## config.mk

```make
export PLATFORM = sky130hd
export DESIGN_NAME = race_controller_flat
export DESIGN_NICKNAME = d
export VERILOG_FILES = /design/src/rtl/race_if.sv /design/src/rtl/race_controller.sv /design/src/flat_wrapper.sv
export SDC_FILE = /design/constraint.sdc
export NUM_CORES = 1
export LEC_CHECK = 0
export ABC_AREA = 0
export ABC_CLOCK_PERIOD_IN_PS = 2300
export CELL_PAD_IN_SITES_DETAIL_PLACEMENT = 0
export CELL_PAD_IN_SITES_GLOBAL_PLACEMENT = 1
export CORE_ASPECT_RATIO = 0.9
export CORE_MARGIN = 8
export CORE_UTILIZATION = 40
export CTS_CLUSTER_SIZE = 20
export DETAILED_ROUTE_END_ITERATION = 7
export GPL_TIMING_DRIVEN = 0
export PLACE_DENSITY = 0.89
export SYNTH_ARGS = -nofsm -noshare
export SYNTH_HDL_FRONTEND = slang
export SYNTH_SLANG_ARGS = --single-unit
```

## constraint.sdc

```tcl
create_clock -name clk -period 2.3 [get_ports clk]
set_input_delay 0.23 -clock clk [delete_from_list [all_inputs] [get_ports clk]]
set_output_delay 0.23 -clock clk [all_outputs]
set_load 0.02 [all_outputs]
```

## src/rtl/race_if.sv

```systemverilog
// Handshake and status signals between the match controller and its
// surroundings: buttons, network receive/transmit and the kart datapath.
interface race_if;
    logic       btnu;
    logic       frame_tick;
    logic       opp_valid;
    logic [2:0] opp_game;
    logic       cp_valid;
    logic [1:0] cp_id;
    logic [2:0] game_stat;
    logic       race_active;
    logic       load_start;
    logic [2:0] laps;
    logic [1:0] countdown_digit;

    modport master (
        output btnu, frame_tick, opp_valid, opp_game, cp_valid, cp_id,
        input  game_stat, race_active, load_start, laps, countdown_digit
    );

    modport slave (
        input  btnu, frame_tick, opp_valid, opp_game, cp_valid, cp_id,
        output game_stat, race_active, load_start, laps, countdown_digit
    );
endinterface

```

## src/rtl/race_controller.sv

```systemverilog
// Two-player kart match sequencer: ready handshake with the opponent,
// frame-timed 3-2-1 countdown, ordered-checkpoint lap counting, win/loss.
module race_controller #(
    parameter int NUM_LAPS         = 3,
    parameter int FRAMES_PER_DIGIT = 60
) (
    input logic clk,
    input logic btnc,
    race_if.slave bus
);
    localparam int CW = (FRAMES_PER_DIGIT > 1) ? $clog2(FRAMES_PER_DIGIT) : 1;
    localparam logic [CW-1:0] LAST_FRAME = CW'(FRAMES_PER_DIGIT - 1);
    localparam logic [2:0]    LAPS_GOAL  = 3'(NUM_LAPS);

    typedef enum logic [2:0] {
        S_IDLE, S_READY, S_COUNT, S_RACE, S_WON, S_LOST
    } state_t;

    state_t        state, state_d;
    logic [2:0]    game_stat, game_stat_d;
    logic          race_active, race_active_d;
    logic          load_start, load_start_d;
    logic [2:0]    laps, laps_d;
    logic [1:0]    digit, digit_d;
    logic [2:0]    opp_stat, opp_stat_d;
    logic [1:0]    next_cp, next_cp_d;
    logic [CW-1:0] frame_cnt, frame_cnt_d;
    logic          btnu_q;
    logic          press;

    assign press = bus.btnu & ~btnu_q;

    always_ff @(posedge clk) begin
        if (btnc) begin
            state       <= S_IDLE;
            game_stat   <= 3'd0;
            race_active <= 1'b0;
            load_start  <= 1'b0;
            laps        <= 3'd0;
            digit       <= 2'd0;
            opp_stat    <= 3'd0;
            next_cp     <= 2'd0;
            frame_cnt   <= '0;
            btnu_q      <= 1'b0;
        end else begin
            state       <= state_d;
            game_stat   <= game_stat_d;
            race_active <= race_active_d;
            load_start  <= load_start_d;
            laps        <= laps_d;
            digit       <= digit_d;
            opp_stat    <= opp_stat_d;
            next_cp     <= next_cp_d;
            frame_cnt   <= frame_cnt_d;
            btnu_q      <= bus.btnu;
        end
    end

    always_comb begin
        state_d       = state;
        game_stat_d   = game_stat;
        race_active_d = race_active;
        load_start_d  = 1'b0;
        laps_d        = laps;
        digit_d       = digit;
        opp_stat_d    = bus.opp_valid ? bus.opp_game : opp_stat;
        next_cp_d     = next_cp;
        frame_cnt_d   = frame_cnt;

        case (state)
            S_IDLE: begin
                if (press) begin
                    state_d     = S_READY;
                    game_stat_d = 3'd1;
                end
            end
            S_READY: begin
                if (opp_stat == 3'd1 || opp_stat == 3'd3) begin
                    state_d      = S_COUNT;
                    load_start_d = 1'b1;
                    digit_d      = 2'd3;
                    frame_cnt_d  = '0;
                    laps_d       = 3'd0;
                end
            end
            S_COUNT: begin
                // game_stat stays READY so the opponent's handshake still holds
                if (bus.frame_tick) begin
                    if (frame_cnt == LAST_FRAME) begin
                        frame_cnt_d = '0;
                        if (digit == 2'd1) begin
                            state_d       = S_RACE;
                            digit_d       = 2'd0;
                            race_active_d = 1'b1;
                            next_cp_d     = 2'd1;
                            game_stat_d   = 3'd3;
                        end else begin
                            digit_d = digit - 2'd1;
                        end
                    end else begin
                        frame_cnt_d = frame_cnt + 1'b1;
                    end
                end
            end
            S_RACE: begin
                // Opponent's win was reported first, so it beats our own finish
                if (opp_stat == 3'd2) begin
                    state_d       = S_LOST;
                    game_stat_d   = 3'd4;
                    race_active_d = 1'b0;
                end else if (laps == LAPS_GOAL) begin
                    state_d       = S_WON;
                    game_stat_d   = 3'd2;
                    race_active_d = 1'b0;
                end else if (bus.cp_valid && bus.cp_id == next_cp) begin
                    next_cp_d = next_cp + 2'd1;
                    if (bus.cp_id == 2'd0)
                        laps_d = laps + 3'd1;
                end
            end
            S_WON, S_LOST: begin
                if (press) begin
                    state_d     = S_IDLE;
                    game_stat_d = 3'd0;
                    laps_d      = 3'd0;
                    opp_stat_d  = 3'd0;
                end
            end
            default: begin
                state_d       = S_IDLE;
                game_stat_d   = 3'd0;
                race_active_d = 1'b0;
                digit_d       = 2'd0;
            end
        endcase
    end

    assign bus.game_stat       = game_stat;
    assign bus.race_active     = race_active;
    assign bus.load_start      = load_start;
    assign bus.laps            = laps;
    assign bus.countdown_digit = digit;
endmodule

```

## src/flat_wrapper.sv

```systemverilog
// flat-port wrapper written by rule: the top's interface ports become plain ports
module race_controller_flat 
#(
    parameter int NUM_LAPS         = 3,
    parameter int FRAMES_PER_DIGIT = 60
)
  (clk, btnc, bus_btnu, bus_frame_tick, bus_opp_valid, bus_opp_game, bus_cp_valid, bus_cp_id, bus_game_stat, bus_race_active, bus_load_start, bus_laps, bus_countdown_digit);
  race_if bus_i ();
  input logic clk;
  input logic btnc;
  input wire logic [$bits(bus_i.btnu)-1:0] bus_btnu;
  input wire logic [$bits(bus_i.frame_tick)-1:0] bus_frame_tick;
  input wire logic [$bits(bus_i.opp_valid)-1:0] bus_opp_valid;
  input wire logic [$bits(bus_i.opp_game)-1:0] bus_opp_game;
  input wire logic [$bits(bus_i.cp_valid)-1:0] bus_cp_valid;
  input wire logic [$bits(bus_i.cp_id)-1:0] bus_cp_id;
  output wire logic [$bits(bus_i.game_stat)-1:0] bus_game_stat;
  output wire logic [$bits(bus_i.race_active)-1:0] bus_race_active;
  output wire logic [$bits(bus_i.load_start)-1:0] bus_load_start;
  output wire logic [$bits(bus_i.laps)-1:0] bus_laps;
  output wire logic [$bits(bus_i.countdown_digit)-1:0] bus_countdown_digit;
  assign bus_i.btnu = bus_btnu;
  assign bus_i.frame_tick = bus_frame_tick;
  assign bus_i.opp_valid = bus_opp_valid;
  assign bus_i.opp_game = bus_opp_game;
  assign bus_i.cp_valid = bus_cp_valid;
  assign bus_i.cp_id = bus_cp_id;
  assign bus_game_stat = bus_i.game_stat;
  assign bus_race_active = bus_i.race_active;
  assign bus_load_start = bus_i.load_start;
  assign bus_laps = bus_i.laps;
  assign bus_countdown_digit = bus_i.countdown_digit;
  race_controller #(.NUM_LAPS(NUM_LAPS), .FRAMES_PER_DIGIT(FRAMES_PER_DIGIT)) u_core (.clk(clk), .btnc(btnc), .bus(bus_i));
endmodule
```

==> results.json <==
{
  "ctsResizeCount": 0,
  "drc": 0,
  "synth_edf_count": 0,
  "antenna_cells": 0,
  "seq_area_frac_synth_pct": 36.0,
  "power.density_nw_per_um2": 806,
  "crit_type": "register to register",
  "cts_buffer_depth": 2,
  "fp-row-count": 20,
  "rsz0062_at_grt": "false",
  "grt_use_met1_pct": 14.1,
  "die_w_um": 78.2,
  "fp.dieH_um": 72.0,
  "drive_above_1_share_pct": 6.67,
  "synth_compound_area_share_pct": 21.0,
  "synth_fp_nets": 171,
  "drv_cap": 0,
  "via_per_inst": 5.76,
  "synth_area_per_cell_um2": 8.92,
  "start_util_pct": 41.5,
  "io-pin-count": 21,
  "min_period_ns": 1.99,
  "min_period_over_period_pct": 86.5,
  "yosysWarningCount": 0,
  "grt_overflow_total": 0,
  "slew_viol_final": 0,
  "synthCells": 156,
  "cp.required_ns": 2.47,
  "synthAdderAreaFrac_pct": 3.60,
  "synth_top_family_by_area": "simple AND/OR/NAND/NOR gates",
  "cts.htree.levels": 1,
  "cts_made_buffers": 3,
  "tightest_slew_ns": 0.542,
  "synth_xor_xnor_area_share_pct": 3.78,
  "ant_nets": 0,
  "grt_first_pass_wirelength_mm": 6.17,
  "grt_busiest_layer": "met2",
  "synth-simple-area-share_pct": 27.0,
  "timing.slew.headroom_pct": 63.5,
  "root_buffer": "clkbuf_8",
  "slowest_stage": "o21ai_0",
  "worstPathCellList": "ha_1, nand4b_1, o21ai_0, nand4b_1, mux2_1",
  "status": "finished, final reports clean",
  "wl_per_cell_um": 16.4,
  "place.gp.congestion": 0.772,
  "antenna_found_initial": 0,
  "cts_tree": "yes",
  "cp.arrival_ns": 2.16,
  "crit_buf_inv": 0,
  "path_common_cell": "nand4b_1",
  "ys_top_cells_by_area": "dfxtp_1 36%, mux2i_1 4.3%, ha_1 3.6%",
  "clock-sinks": 25,
  "hold_viol_final": 0,
  "netlist.area_leader.share_pct": 36.0,
  "setup_viol": 0,
  "cp-start-kind": "register",
  "coreArea_um2": 3350,
  "cp_top_family": "simple AND/OR/NAND/NOR gates",
  "finish.net_count": 196,
  "grt_pass1_vias": 1351,
  "gr-usage-met2_pct": 24.0,
  "ys.flop_type": "dfxtp_1",
  "irDropWorstVdd_uv": 444,
  "final.setup.tns_ns": 0,
  "drt_pass1_iterations": 4,
  "drtIter0Drc": 128,
  "dp_hpwl_mm": 2.76,
  "endpoint_kind": "register",
  "synth.distinct_cells": 51,
  "synth_area_leader_cell": "dfxtp_1",
  "hold_class": "register to register",
  "dieArea_um2": 5620,
  "place_area_um2": 1650,
  "critPathMaxFanout": 4,
  "numPortBuffers": 20,
  "met3_usage_pct": 4.07,
  "clock_latency_ns": 0.27,
  "p_leak_nw": 0.586,
  "grt_usage_pct": 13.2,
  "vias": 1291,
  "clk_pin_slew_ns": 0.09,
  "fmax_mhz": 503,
  "syn_to_final_growth_pct": 21.7,
  "cts_setup_buffers": 0,
  "clock_skew_ns": 0.0100,
  "grt_max_degree": 15,
  "synth_area_um2": 1390,
  "totalWireLength_mm": 3.67,
  "async_reset_ff_share_pct": 0,
  "hold_buffers": 0,
  "ys_seq_elements": 25,
  "synth_mux_area_share_pct": 5.13,
  "post-route-cell-area_um2": 1690,
  "cpPeakStageDelay_ns": 0.44
}
[state kept, by name (all words and copies together) (netlist names)]
signal	flops
u_core.btnu_q	1
u_core.bus.countdown_digit	2
u_core.bus.game_stat	3
u_core.bus.laps	3
u_core.bus.load_start	1
u_core.bus.race_active	1
u_core.frame_cnt	6
u_core.next_cp	2
u_core.opp_stat	3
u_core.state	3
[area by class of cell]
type | count | area, µm²
well taps | 44 | 55.1
fillers | 320 | 1660
multi-input cells | 119 | 842
plain buffers | 5 | 22.5
repair buffers | 20 | 200
clock inverters | 1 | 5.00
clock buffers | 3 | 41.3
inverters | 7 | 26.3
flip-flops and latches | 25 | 500
[cells in the final DEF (no fill, tap or decap), drive strengths merged, types with 3 or more instances in the layout]
cell	instances
a211oi	5
a21oi	9
clkbuf	7
clkdlybuf4s50	20
dfxtp	25
ha	4
inv	6
mux2i	6
nand2	7
nand2b	6
nand3	4
nor2	12
nor2b	5
nor3	5
o21ai	7
o31ai	3
or3	3
or4	5
xnor2	5
[metal layers]
layer / up-vias / wire length [µm]
met5: - / 0
met4: 0 / 21
met3: 4 / 217
met2: 41 / 1870
met1: 617 / 1570
li1: 629 / -
[Yosys cell counts, drive strengths merged (3+ instances only)]
cell type and instances:
nand2 7, xnor2 5, ha 4, nor3 5, nor2 12, o21ai 7, nand2b 6, o31ai 3
inv 6, or4 5, or3 3, a21oi 9, mux2i 6, nor2b 5, clkbuf 4, dfxtp 25
nand3 4, a211oi 5
[final timing paths]
check,to,cells after the start,slack (ns),from
worst max register to register,u_core.state[0],5,0.31,u_core.frame_cnt[0]
worst min-delay path,u_core.bus.game_stat[0],2,0.47,u_core.bus.game_stat[0]
worst min register to register,u_core.bus.game_stat[0],2,0.47,u_core.bus.game_stat[0]
worst max-delay path,u_core.state[0],5,0.31,u_core.frame_cnt[0]
[tightest hold or removal path: cells and delay by family, from the launching register on]
family	cells	cell delay [ns]
compound gates	2	0.12
flops	1	0.32
[cells by family (layout without fill, tap and decap cells)]
kind of cell | Yosys count | count (layout)
flip-flops | 25 | 25
multiplexers | 7 | 7
AO/OA/AOI/OAI | 40 | 40
adder cells (fa/ha/maj) | 4 | 4
buffers and inverters | 12 | 36
AND/OR/NAND/NOR | 62 | 62
XOR/XNOR | 6 | 6
[per-stage QoR]
| stage | std cells | setup slack [ns] | hold slack (ns) | total power (W) | util [%] |
|---|---|---|---|---|---|
| floorplan | 156 | 0.562 | 0.302 | 0.000924 | - |
| global placement | 220 | 0.252 | 0.456 | 0.00108 | 49.1 |
| detailed placement | 220 | 0.216 | 0.463 | 0.00110 | 49.1 |
| CTS | 224 | 0.341 | 0.478 | 0.00137 | 50.5 |
| global route | 224 | 0.202 | 0.513 | 0.00145 | 50.5 |
| finish | 224 | 0.312 | 0.472 | 0.00137 | 50.5 |
[where the power goes]
part | internal, W | leakage (nW) | switching [W]
combinational | 0.000254 | 0.357 | 0.000311
clock | 0.000121 | 0.0255 | 0.000144
sequential | 0.000487 | 0.203 | 0.0000477
total | 0.000863 | 0.586 | 0.000502
(Power assumes the default switching activity.)
